[src/rtl/free_list_pkg.sv]
// Shared rename-path types and sizes for the free list.
// Tag width, ring pointer width and the dispatch-stage packet.
package free_list_pkg;

    localparam int PHYS_REG_SZ = 64;
    localparam int ARCH_REG_SZ = 32;
    localparam int FL_SZ = PHYS_REG_SZ - ARCH_REG_SZ;

    localparam int TAG_W = $clog2(PHYS_REG_SZ);
    localparam int PTR_W = $clog2(FL_SZ);
    localparam int CNT_W = PTR_W + 1;

    typedef logic [TAG_W-1:0] tag_t;
    typedef logic [PTR_W-1:0] ptr_t;
    typedef logic [CNT_W-1:0] cnt_t;

    typedef struct packed {
        tag_t T;
        logic valid;
    } fl_packet_t;

    function automatic fl_packet_t fl_packet(
        input tag_t t,
        input logic v
    );
        fl_packet_t p;
        p.T = t;
        p.valid = v;
        return p;
    endfunction

endpackage

[src/rtl/free_list_if.sv]
// Dispatch/retire/flush bundle between the rename logic and the free list.
// master drives requests; slave is the free list itself.
interface free_list_if
    import free_list_pkg::*;
#(
    parameter int PHYS_REG_SZ = free_list_pkg::PHYS_REG_SZ,
    parameter int FL_SZ = free_list_pkg::FL_SZ
);

    localparam int TW = $clog2(PHYS_REG_SZ);
    localparam int CW = $clog2(FL_SZ) + 1;

    logic dispatch_req;
    logic [TW-1:0] dispatch_T;
    logic dispatch_valid;
    logic retire_valid;
    logic [TW-1:0] retire_Told;
    logic flush;
    logic [CW-1:0] count;

    modport master (
        output dispatch_req,
        output retire_valid,
        output retire_Told,
        output flush,
        input dispatch_T,
        input dispatch_valid,
        input count
    );

    modport slave (
        input dispatch_req,
        input retire_valid,
        input retire_Told,
        input flush,
        output dispatch_T,
        output dispatch_valid,
        output count
    );

endinterface

[src/rtl/free_list_ptr_inc.sv]
// Wrap-around increment for a ring pointer of DEPTH entries.
// Handles non-power-of-two depths explicitly.
module free_list_ptr_inc #(
    parameter int DEPTH = 32,
    localparam int W = $clog2(DEPTH)
) (
    input  logic [W-1:0] ptr,
    output logic [W-1:0] ptr_inc
);

    assign ptr_inc = (ptr == W'(DEPTH - 1))
                   ? '0 : ptr + 1'b1;

endmodule

[src/rtl/free_list.sv]
// Circular free list of physical tags with an architectural head
// so a flush hands back every in-flight tag in one cycle.
module free_list
    import free_list_pkg::*;
#(
    parameter int PHYS_REG_SZ = free_list_pkg::PHYS_REG_SZ,
    parameter int ARCH_REG_SZ = free_list_pkg::ARCH_REG_SZ,
    parameter int FL_SZ = PHYS_REG_SZ - ARCH_REG_SZ
) (
    input logic clock,
    input logic reset,
    free_list_if.slave fl
);

    localparam int TW = $clog2(PHYS_REG_SZ);
    localparam int PW = $clog2(FL_SZ);
    localparam int CW = PW + 1;

    logic [TW-1:0] tbl [FL_SZ];

    logic [PW-1:0] head;
    logic [PW-1:0] tail;
    logic [PW-1:0] arch_head;
    logic [PW-1:0] head_inc;
    logic [PW-1:0] tail_inc;
    logic [PW-1:0] arch_inc;
    logic [PW-1:0] arch_head_next;
    logic [CW-1:0] count;

    logic empty;
    logic full;
    logic pop;
    logic push;
    logic overflow;

    free_list_ptr_inc #(.DEPTH(FL_SZ)) u_head_inc (
        .ptr     (head),
        .ptr_inc (head_inc)
    );

    free_list_ptr_inc #(.DEPTH(FL_SZ)) u_tail_inc (
        .ptr     (tail),
        .ptr_inc (tail_inc)
    );

    free_list_ptr_inc #(.DEPTH(FL_SZ)) u_arch_inc (
        .ptr     (arch_head),
        .ptr_inc (arch_inc)
    );

    assign empty = (count == '0);
    assign full  = (count == CW'(FL_SZ));
    assign pop   = fl.dispatch_req && !empty && !fl.flush;

    // A same-cycle pop frees a slot, so only an idle full list overflows.
    assign overflow = fl.retire_valid && full && !pop && !fl.flush;
    assign push     = fl.retire_valid && !overflow;

    assign arch_head_next = push ? arch_inc : arch_head;

    assign fl.dispatch_T     = tbl[head];
    assign fl.dispatch_valid = !empty;
    assign fl.count          = count;

    always_ff @(posedge clock) begin
        if (reset) begin
            head      <= '0;
            tail      <= '0;
            arch_head <= '0;
            count     <= CW'(FL_SZ);
            for (int i = 0; i < FL_SZ; i++) begin
                tbl[i] <= TW'(ARCH_REG_SZ + i);
            end
        end else begin
            if (push) begin
                tbl[tail] <= fl.retire_Told;
                tail      <= tail_inc;
            end
            arch_head <= arch_head_next;
            if (fl.flush) begin
                head  <= arch_head_next;
                count <= CW'(FL_SZ);
            end else begin
                if (pop) begin
                    head <= head_inc;
                end
                count <= count + CW'(push) - CW'(pop);
            end
        end
    end

    always_ff @(posedge clock) begin
        if (!reset) begin
            assert (!overflow)
            else $warning("free_list: retire while full, push dropped");
        end
    end

endmodule

[src/flat_wrapper.sv]
// flat-port wrapper written by rule: the top's interface ports become plain ports
module free_list_flat import free_list_pkg::*;
#(
    parameter int PHYS_REG_SZ = free_list_pkg::PHYS_REG_SZ,
    parameter int ARCH_REG_SZ = free_list_pkg::ARCH_REG_SZ,
    parameter int FL_SZ = PHYS_REG_SZ - ARCH_REG_SZ
)
  (clock, reset, fl_dispatch_req, fl_retire_valid, fl_retire_Told, fl_flush, fl_dispatch_T, fl_dispatch_valid, fl_count);
  free_list_if #(.PHYS_REG_SZ(PHYS_REG_SZ), .FL_SZ(FL_SZ)) fl_i ();
  input logic clock;
  input logic reset;
  input wire logic [$bits(fl_i.dispatch_req)-1:0] fl_dispatch_req;
  input wire logic [$bits(fl_i.retire_valid)-1:0] fl_retire_valid;
  input wire logic [$bits(fl_i.retire_Told)-1:0] fl_retire_Told;
  input wire logic [$bits(fl_i.flush)-1:0] fl_flush;
  output wire logic [$bits(fl_i.dispatch_T)-1:0] fl_dispatch_T;
  output wire logic [$bits(fl_i.dispatch_valid)-1:0] fl_dispatch_valid;
  output wire logic [$bits(fl_i.count)-1:0] fl_count;
  assign fl_i.dispatch_req = fl_dispatch_req;
  assign fl_i.retire_valid = fl_retire_valid;
  assign fl_i.retire_Told = fl_retire_Told;
  assign fl_i.flush = fl_flush;
  assign fl_dispatch_T = fl_i.dispatch_T;
  assign fl_dispatch_valid = fl_i.dispatch_valid;
  assign fl_count = fl_i.count;
  free_list #(.PHYS_REG_SZ(PHYS_REG_SZ), .ARCH_REG_SZ(ARCH_REG_SZ), .FL_SZ(FL_SZ)) u_core (.clock(clock), .reset(reset), .fl(fl_i));
endmodule
[config.mk]
export PLATFORM = sky130hd
export DESIGN_NAME = free_list_flat
export DESIGN_NICKNAME = d
export VERILOG_FILES = /design/src/rtl/free_list_pkg.sv /design/src/rtl/free_list_if.sv /design/src/rtl/free_list_ptr_inc.sv /design/src/rtl/free_list.sv /design/src/flat_wrapper.sv
export SDC_FILE = /design/constraint.sdc
export NUM_CORES = 1
export LEC_CHECK = 0
export CORE_ASPECT_RATIO = 0.5
export CORE_UTILIZATION = 60
export DETAILED_ROUTE_END_ITERATION = 7
export PLACE_DENSITY = 0.77
export SLEW_MARGIN = 0
export SYNTH_ARGS = -nofsm -noshare
export SYNTH_HDL_FRONTEND = slang
export SYNTH_SLANG_ARGS = --single-unit
[constraint.sdc]
create_clock -name clock -period 3.7 [get_ports clock]
set_input_delay 0.555 -clock clock [delete_from_list [all_inputs] [get_ports clock]]
set_output_delay 0.555 -clock clock [all_outputs]
set_load 0.005 [all_outputs]
==> results of run 1 <==
==> registers in the layout, indices dropped and copies added, names as in the netlist, named ones only <==
signal / flops
u_core.head: 5
u_core.fl.count: 6
u_core.arch_head: 5
u_core.tbl: 192
u_core.tail: 5
==> stage by stage <==
step | power, µW | std cells | instance area, µm² | hold WS (ps)
3_3_place_gp | 3504 | 1043 | 11070 | 470.1
5_1_grt | 5715 | 1077 | 11720 | 521.2
3_5_place_dp | 3530 | 1043 | 11070 | 479.4
4_1_cts | 5554 | 1077 | 11710 | 488.8
2_1_floorplan | 3306 | 842 | 10800 | 453.0
6_report | 5528 | 1077 | 11720 | 489.8
==> routing by layer <==
metal	up-vias	part of all wire	global-route usage
met5	-	0	0
met2	258	0.46	0.3993
met1	3251	0.44	0.3757
li1	3098	-	-
met3	22	0.087	0.05116
met4	0	0.0090	0.04518
==> power groups by stage <==
stage	clock [µW]	combinational, µW	sequential [µW]
6_report	2050	686	2790
5_1_grt	2160	752	2800
4_1_cts	2080	686	2790
3_5_place_dp	0	685	2840
3_3_place_gp	0	661	2840
2_1_floorplan	0	488	2820
==> worst reg2reg max path, stage by stage (launching register included) <==
cell and delay (ps):
dfxtp_1 330, inv_1 80, ha_1 170, or3b_1 580, o31ai_4 560, inv_1 260, ha_1 260, inv_1 80
fa_1 180, nand2b_1 130, a21oi_1 100, o21a_1 180, nor3_1 150
==> cell usage in the layout (no fill, tap or decap), types with 18 or more instances in the layout <==
master and count:
dfxtp_1 24, nand3_1 25, nor2_1 40, ha_1 18, a21oi_1 24, and2_1 80
clkbuf_16 21, nand2_1 26, clkdlybuf4s50_1 23, edfxtp_1 192, mux2i_1 51, or3_1 106
mux4_2 24
==> cell type report <==
class,instances,area (µm²),share of cell area
Clock buffer,26,544.3,0.04646
Multi-Input combinational cell,533,4035,0.3444
Clock inverter,8,95.09,0.008117
Timing Repair Buffer,41,390.4,0.03332
Tap cell,234,292.8,0.02499
Inverter,17,63.81,0.005447
Sequential cell,218,6294,0.5372
==> worst max path at each step <==
stage | start | end | slack [ps] | cells past startpoint
6_report | register | fl_dispatch_T[3] | 160 | 5
5_1_grt | register | fl_dispatch_T[3] | 8 | 5
4_1_cts | register | fl_dispatch_T[3] | 10 | 5
3_5_place_dp | fl_flush | u_core.fl.count[4] | 520 | 11
3_3_place_gp | fl_flush | u_core.fl.count[4] | 590 | 11
2_1_floorplan | u_core.fl.count[4] | u_core.fl.count[4] | 1190 | 14
==> logic make-up after synthesis <==
kind of cell	after synthesis	share of synthesized area
adder cells (fa/ha/maj)	19	0.02272
AND/OR/NAND/NOR	361	0.1959
multiplexers	75	0.09736
flip-flops	218	0.5823
XOR/XNOR	2	0.001623
buffers and inverters	91	0.04393
AO/OA/AOI/OAI	76	0.05621
==> flow_summary.yaml, run 1 <==
worst_setup_path:
  rr_worst_depth: 12
  crit_path_cell_trace: "buf_4 > mux4_2 > a221oi_1 > nand3_1 > clkdlybuf4s50_1"
  worstSetupPathType: "register to primary output"
  r2r_start: "u_core.fl.count[2]"
  r2r_slack_ps: 580
  crit_buf_inv: 2
  timing.rr.end: "u_core.fl.count[4]"
  required_ps: 3140
  cpPeakStageDelay_ps: 530
  critPathSlowestCell: "mux4_2"
  crit_fanout: 16
  end_kind: "primary output"
  worstSetupStartpointType: "register"
  worstPathArrival_ps: 2980
  critPathTopFamily: "buffers and inverters"
final_layout:
  nets: 861
  drive_gt1_frac: 0.1329
  area_growth_pct: 8.519
  final_core_util: 0.6700
  diodes: 0
  fillers: 1204
placed_design:
  gp_congestion: 0.9143
  dp_hpwl_mm: 15.20
  numPortBuffers: 23
  dp_slack_ps: 515.5
timing:
  finalCriticalPeriod_ps: 3537
  finalSetupViolations: 0
  hold_violations: 0
  worst_pin_slew_ps: 1081
  worst_slack_ps: 163.0
  fmax_mhz: 282.7
  relSlewSlack: 0.2774
  finClkSkew_ps: 11.05
  fin_tns_setup_ps: 0
  post-route-period-util: 0.9559
  rsz0062_at_grt: "false"
  drv_slew: 0
logic_synthesis:
  yosysTopAreaCell: "edfxtp_1"
  ys_ff_latch: 218
  synth_edf_count: 192
  yosysTopAreaCellShare: 0.5341
  synth_cell_types: 59
  synth_most_common_cell: "edfxtp_1"
  synth_cells: 842
  yosys-top-cells-area: "edfxtp_1 (53%), or3_1 (6.1%), mux4_2 (5.0%), dfxtp_1 (4.8%), mux2i_1 (4.7%)"
  synth_common_cells: "edfxtp_1 (192), or3_1 (106), and2_1 (80), mux2i_1 (51), clkbuf_1 (47)"
  synthesis.nets: 872
  syn-cell-area_mm2: 0.01080
  synthFlopType: "edfxtp_1"
  synthArstFlopShare: 0
  synth-seq-area-share: 0.5823
  ys_warn_count: 0
  synth.avg_cell_area_um2: 12.82
floorplan:
  die_w_um: 191.7
  start_util: 0.6174
  coreArea_mm2: 0.01748
  io_pins: 24
  die_area_mm2: 0.01857
  rows: 34
  die_y_um: 96.85
worst_hold_path:
  hp-start: "u_core.arch_head[4]"
  hold_path.class: "register to register"
  whs_path_depth: 2
  whs_endpoint: "u_core.arch_head[4]"
cts:
  post_cts_buffers: 0
  clockBufferDepth: 3
  cts_tree: "yes"
  cts_hold_buf: 0
  clock-sinks: 218
  clockRootBuffer: "clkbuf_16"
  clk_pin_slew_worst_paths_ps: 70
  cts_resized: 0
  cts_buffers: 20
  clkLatencyLatePin_ps: 490
  cts-htree-levels: 1
drt:
  drt_iter0_drc: 680
  vias: 6629
  ant_nets: 0
  dr.pass1.iters: 8
  avgRoutedWirePerCell_um: 21.15
  totalWireLength_mm: 22.78
  post-route-drc-count: 0
  via_per_inst: 6.155
global_route:
  grt_pass1_vias: 6500
  track_usage: 0.2553
  grt_overflow: 0
  antenna_found_initial: 0
  grt_pass1_wl_mm: 35.98
  grt_max_degree: 50
power:
  switching_share: 0.2405
  p_int_uw: 4199
  comb_power_share: 0.124
  seqPwrFrac: 0.505
  ir_worst_vdd_mv: 0.2841
  powerDensity_mw_per_mm2: 471.9
  p_leak_uw: 0.003505
  clkPwrFrac: 0.371
  switching_power_uw: 1330
run_status:
  status: "completed"
job:
  cap_viol_max_count: 0
(Power assumes the default switching activity.)
==> run 2, diff against run 1 <==
ABC_CLOCK_PERIOD_IN_PS = 3800   (was default)
clock period = 3.8 ns   (was 3.7 ns; I/O delays follow)
==> flow_summary.yaml, run 2 (same netlist as run 1, synthesis figures left out) <==
timing:
  worst_slack_ps: 166.9
  hold_violations: 0
  finalCriticalPeriod_ps: 3633
  holdWs_ps: 487.0
  drv_slew: 0
  finalSetupViolations: 0
  rsz0062_at_grt: "false"
  finClkSkew_ps: 8.334
  post-route-period-util: 0.9561
  relSlewSlack: 0.1504
  worst_pin_slew_ps: 1270
  fmax_mhz: 275.3
  fin_tns_setup_ps: 0
cts:
  cts_buffers: 20
  clock-sinks: 218
  clockRootBuffer: "clkbuf_16"
  clkLatencyLatePin_ps: 490
  cts-htree-levels: 1
  clk_pin_slew_worst_paths_ps: 60
  clockBufferDepth: 3
  cts_tree: "yes"
power:
  powerDensity_mw_per_mm2: 448.5
  p_leak_uw: 0.003482
  ir_worst_vdd_mv: 0.2630
final_layout:
  area_growth_pct: 8.055
  diodes: 0
  seqCellArea_mm2: 0.006294
  final_cell_mix: "edfxtp_1 (192), or3_1 (106), and2_1 (80)"
  final_core_util: 0.6672
  top_regs: "u_core.tbl (192), u_core.fl.count (6)"
  regMostFlops: "u_core.tbl"
  drive_gt1_frac: 0.1336
  final_common_cell: "edfxtp_1"
  fin_cells: 1080
  largest_reg_flops: 192
  multi_input_area_mm2: 0.004035
  nets: 863
  fillers: 1200
worst_hold_path:
  whs_endpoint: "u_core.arch_head[4]"
  whs_path_depth: 2
  hp-start: "u_core.arch_head[4]"
  hold_path.class: "register to register"
worst_setup_path:
  worstPathArrival_ps: 3060
  rr_worst_depth: 6
  critPathSlowestCell: "mux4_2"
  r2r_start: "u_core.fl.count[2]"
  worstSetupStartpointType: "register"
  timing.rr.end: "u_core.tbl[1][4]"
  required_ps: 3230
  end_kind: "primary output"
  worstSetupPathType: "register to primary output"
  crit_fanout: 16
  cpPeakStageDelay_ps: 550
  r2r_slack_ps: 620
  crit_path_cell_trace: "buf_4 > mux4_2 > a221oi_1 > nand3_1 > clkdlybuf4s50_1"
floorplan:
  rows: 34
  start_util: 0.6174
  die_y_um: 96.85
  die_area_mm2: 0.01857
  die_w_um: 191.7
  io_pins: 24
  coreArea_mm2: 0.01748
drt:
  totalWireLength_mm: 22.91
  via_per_inst: 6.197
  ant_nets: 0
  avgRoutedWirePerCell_um: 21.21
  vias: 6693
  post-route-drc-count: 0
  drt_iter0_drc: 609
  dr.pass1.iters: 5
global_route:
  grt_overflow: 0
  track_usage: 0.2584
  antenna_found_initial: 0
  grt_max_degree: 50
  grt_pass1_wl_mm: 36.24
  grt_pass1_vias: 6508
job:
  cap_viol_max_count: 0
placed_design:
  dp_slack_ps: 531.3
  gp_congestion: 0.8695
  dpl.cell_count: 1045
  numPortBuffers: 23
  dp_hpwl_mm: 15.27
run_status:
  status: "completed"
## run 2: cell types whose count changed in the layout (fill, tap and decap cells not counted)
| cell | delta |
|---|---|
| clkinvlp_4 | +1 |
| clkbuf_1 | +1 |
| clkinv_1 | +1 |
| clkinv_4 | -1 |
| bufinv_16 | -2 |
| inv_6 | -1 |
| buf_4 | +3 |
| buf_12 | -1 |
| clkinv_2 | +2 |
## run 2: layout make-up
class,count,share of cell area
Multi-Input combinational cell,533,0.3459
Timing Repair Buffer,43,0.03368
Clock inverter,8,0.003325
Sequential cell,218,0.5395
Inverter,17,0.005470
Clock buffer,27,0.04698
Tap cell,234,0.02510
## run 2: worst max-delay path: cells and delay by family, from the launching register on
family	cells	cell delay, ps
buffers and inverters	2	810
AO/OA/AOI/OAI	1	510
flip-flops	1	490
multiplexers	1	550
AND/OR/NAND/NOR	1	190
## run 2: where the power goes
part | internal, µW | switching [µW] | total (µW)
clock network | 1010 | 833 | 1850
registers | 2660 | 55.2 | 2720
logic | 274 | 393 | 667
## run 2: per-layer routing
metal,vias up,wire length [µm],global-route usage
li1,3091,-,-
met1,3293,9998,0.3735
met2,268,10440,0.4032
met3,41,1987,0.05660
met4,0,481,0.05617
met5,-,0,0
## run 2: how the worst max path moves through the flow
stage                             from            endpoint  cells after the start
floorplan           u_core.fl.count[4]  u_core.fl.count[4]                     14
global placement              register    fl_dispatch_T[4]                      5
detailed placement            fl_flush    u_core.tbl[1][0]                      5
CTS                           register    fl_dispatch_T[4]                      5
global route                  register    fl_dispatch_T[0]                      5
finish                        register    fl_dispatch_T[4]                      5
## run 2: timing repair
| action | CTS | global route |
|---|---|---|
| hold buffers | 0 | 0 |
| setup endpoints to repair | 0 | 5 |
| buffers inserted | 0 | 0 |
| resized for setup | 0 | 1 |
## run 2: stage by stage
stage / power (µW) / cell area, µm²
3_5_place_dp: 3435 / 11080
6_report: 5232 / 11660
2_1_floorplan: 3219 / 10800
3_3_place_gp: 3413 / 11080
4_1_cts: 5251 / 11660
5_1_grt: 5415 / 11660
==> run 3, diff against run 2 <==
GPL_TIMING_DRIVEN = 0   (was default)
RECOVER_POWER = 50   (was default)
==> flow_summary.yaml, run 3 (same netlist as run 1, synthesis figures left out) <==
final_layout:
  fillers: 1253
  final_common_cell: "edfxtp_1"
  nets: 916
  final_cell_area_mm2: 0.01197
  drive_gt1_frac: 0.1300
  regMostFlops: "u_core.tbl"
  final_cell_mix: "edfxtp_1 (192), or3_1 (106), clkbuf_1 (53)"
  top_regs: "u_core.tbl (192), u_core.fl.count (6)"
  largest_reg_flops: 192
  area_growth_pct: 10.92
cts:
  cts_buffers: 20
  cts_tree: "yes"
  clockRootBuffer: "clkbuf_16"
  cts_hold_buf: 0
  cts-htree-levels: 1
  clockBufferDepth: 3
  clkLatencyLatePin_ps: 500
  clock-sinks: 218
  clk_pin_slew_worst_paths_ps: 60
timing:
  finClkSkew_ps: 9.755
  rsz0062_at_grt: "false"
  post-route-period-util: 0.9944
  hold_violations: 0
  fmax_mhz: 264.6
  relSlewSlack: 0.01116
  finalCriticalPeriod_ps: 3779
  worst_pin_slew_ps: 1460
  fin_tns_setup_ps: 0
  drv_slew: 0
  finalSetupViolations: 0
power:
  ir_worst_vdd_mv: 0.2713
  power.total_uw: 5592
  powerDensity_mw_per_mm2: 467.0
  p_leak_uw: 0.003591
drt:
  avgRoutedWirePerCell_um: 24.56
  dr.pass1.iters: 7
  post-route-drc-count: 0
  via_per_inst: 6.559
  totalWireLength_mm: 27.88
  drt_iter0_drc: 1000
  ant_nets: 0
  vias: 7444
placed_design:
  dp_hpwl_mm: 19.25
  numPortBuffers: 22
  dpl_cell_area_mm2: 0.01131
  gp_congestion: 0.9495
run_status:
  failed_checks: "capacitance limit"
  status: "complete, but fails checks"
floorplan:
  die_y_um: 96.85
  rows: 34
  io_pins: 24
  start_util: 0.6174
  die_area_mm2: 0.01857
  coreArea_mm2: 0.01748
  die_w_um: 191.7
global_route:
  grt_max_degree: 17
  grt_pass1_vias: 7054
  antenna_found_initial: 0
  track_usage: 0.3103
  grt_overflow: 0
  grt_pass1_wl_mm: 41.99
worst_setup_path:
  end_kind: "primary output"
  required_ps: 3230
  worstSetupPathType: "register to primary output"
  worstPathArrival_ps: 3210
  worstSetupStartpointType: "register"
  crit_fanout: 10
  r2r_start: "u_core.fl.count[2]"
job:
  cap_viol_max_count: 1
worst_hold_path:
  hp-start: "u_core.arch_head[4]"
  hold_path.class: "register to register"
==> run 3: cell count changes in the layout (fill, tap and decap cells not counted), sizes merged <==
cell and change:
clkdlybuf4s50 -8, clkinv -1, bufinv +3, dlygate4sd3 +7, bufbuf +2, diode +1
buf -2, clkbuf +52, clkinvlp +1
==> run 3: final cells by class <==
type / instances / area (µm²) / share of cell area
tap: 234 / 292.8 / 0.02445
clock buffer: 25 / 570.5 / 0.04765
multi-input combinational: 533 / 4033 / 0.3368
inverter: 17 / 63.81 / 0.005329
timing repair buffer: 22 / 220.2 / 0.01839
antenna: 1 / 2.502 / 0.0002090
clock inverter: 11 / 132.6 / 0.01108
sequential: 218 / 6286 / 0.5250
buffer: 74 / 372.9 / 0.03114
==> run 3: per-stage QoR <==
step                worst slack [ps]  instances  utilization  hold slack (ps)
floorplan                       1287        842            -            453.0
global placement               512.2       1098       0.6468            465.1
detailed placement             479.4       1098       0.6468            476.0
CTS                            10.32       1134       0.6871            484.5
global route                   15.14       1134       0.6847            508.4
finish                         21.39       1135       0.6848            479.9
==> run 3: path summary, 6_finish.rpt <==
path                          to  slack, ps  depth (start not counted)
max             fl_dispatch_T[5]         20                          6
min          u_core.arch_head[4]        480                          2
max reg2reg    u_core.tbl[23][4]        310                          8
min reg2reg  u_core.arch_head[4]        480                          2
==> run 3: where the power goes <==
part | internal [µW] | switching [µW] | leakage [µW] | total [µW]
registers | 2660 | 41.8 | 0.00180 | 2700
logic | 276 | 432 | 0.00145 | 708
clock network | 1270 | 909 | 0.000343 | 2180
total | 4210 | 1380 | 0.00359 | 5590
==> run 3: critical path: stages (launching register included) <==
cell             delay, ps
dfxtp_1                310
buf_4                  220
buf_2                  370
mux4_2                 560
a221oi_1               570
nand3_1                200
clkdlybuf4s50_1        490
==> run 3: repair_timing <==
action | in CTS | in global routing
setup buffers | 0 | 0
hold endpoints to repair | 0 | 0
pin swaps | 0 | 0
endpoints found under the setup margin | 2 | 5
resized for setup | 1 | 7
==> run 3: routing by layer <==
| layer | GRT usage | vias to the layer above | wire length [µm] |
|---|---|---|---|
| li1 | - | 3215 | - |
| met1 | 0.4680 | 3655 | 11380 |
| met2 | 0.4607 | 531 | 12130 |
| met3 | 0.06967 | 43 | 3807 |
| met4 | 0.06960 | 0 | 564 |
| met5 | 0 | - | 0 |
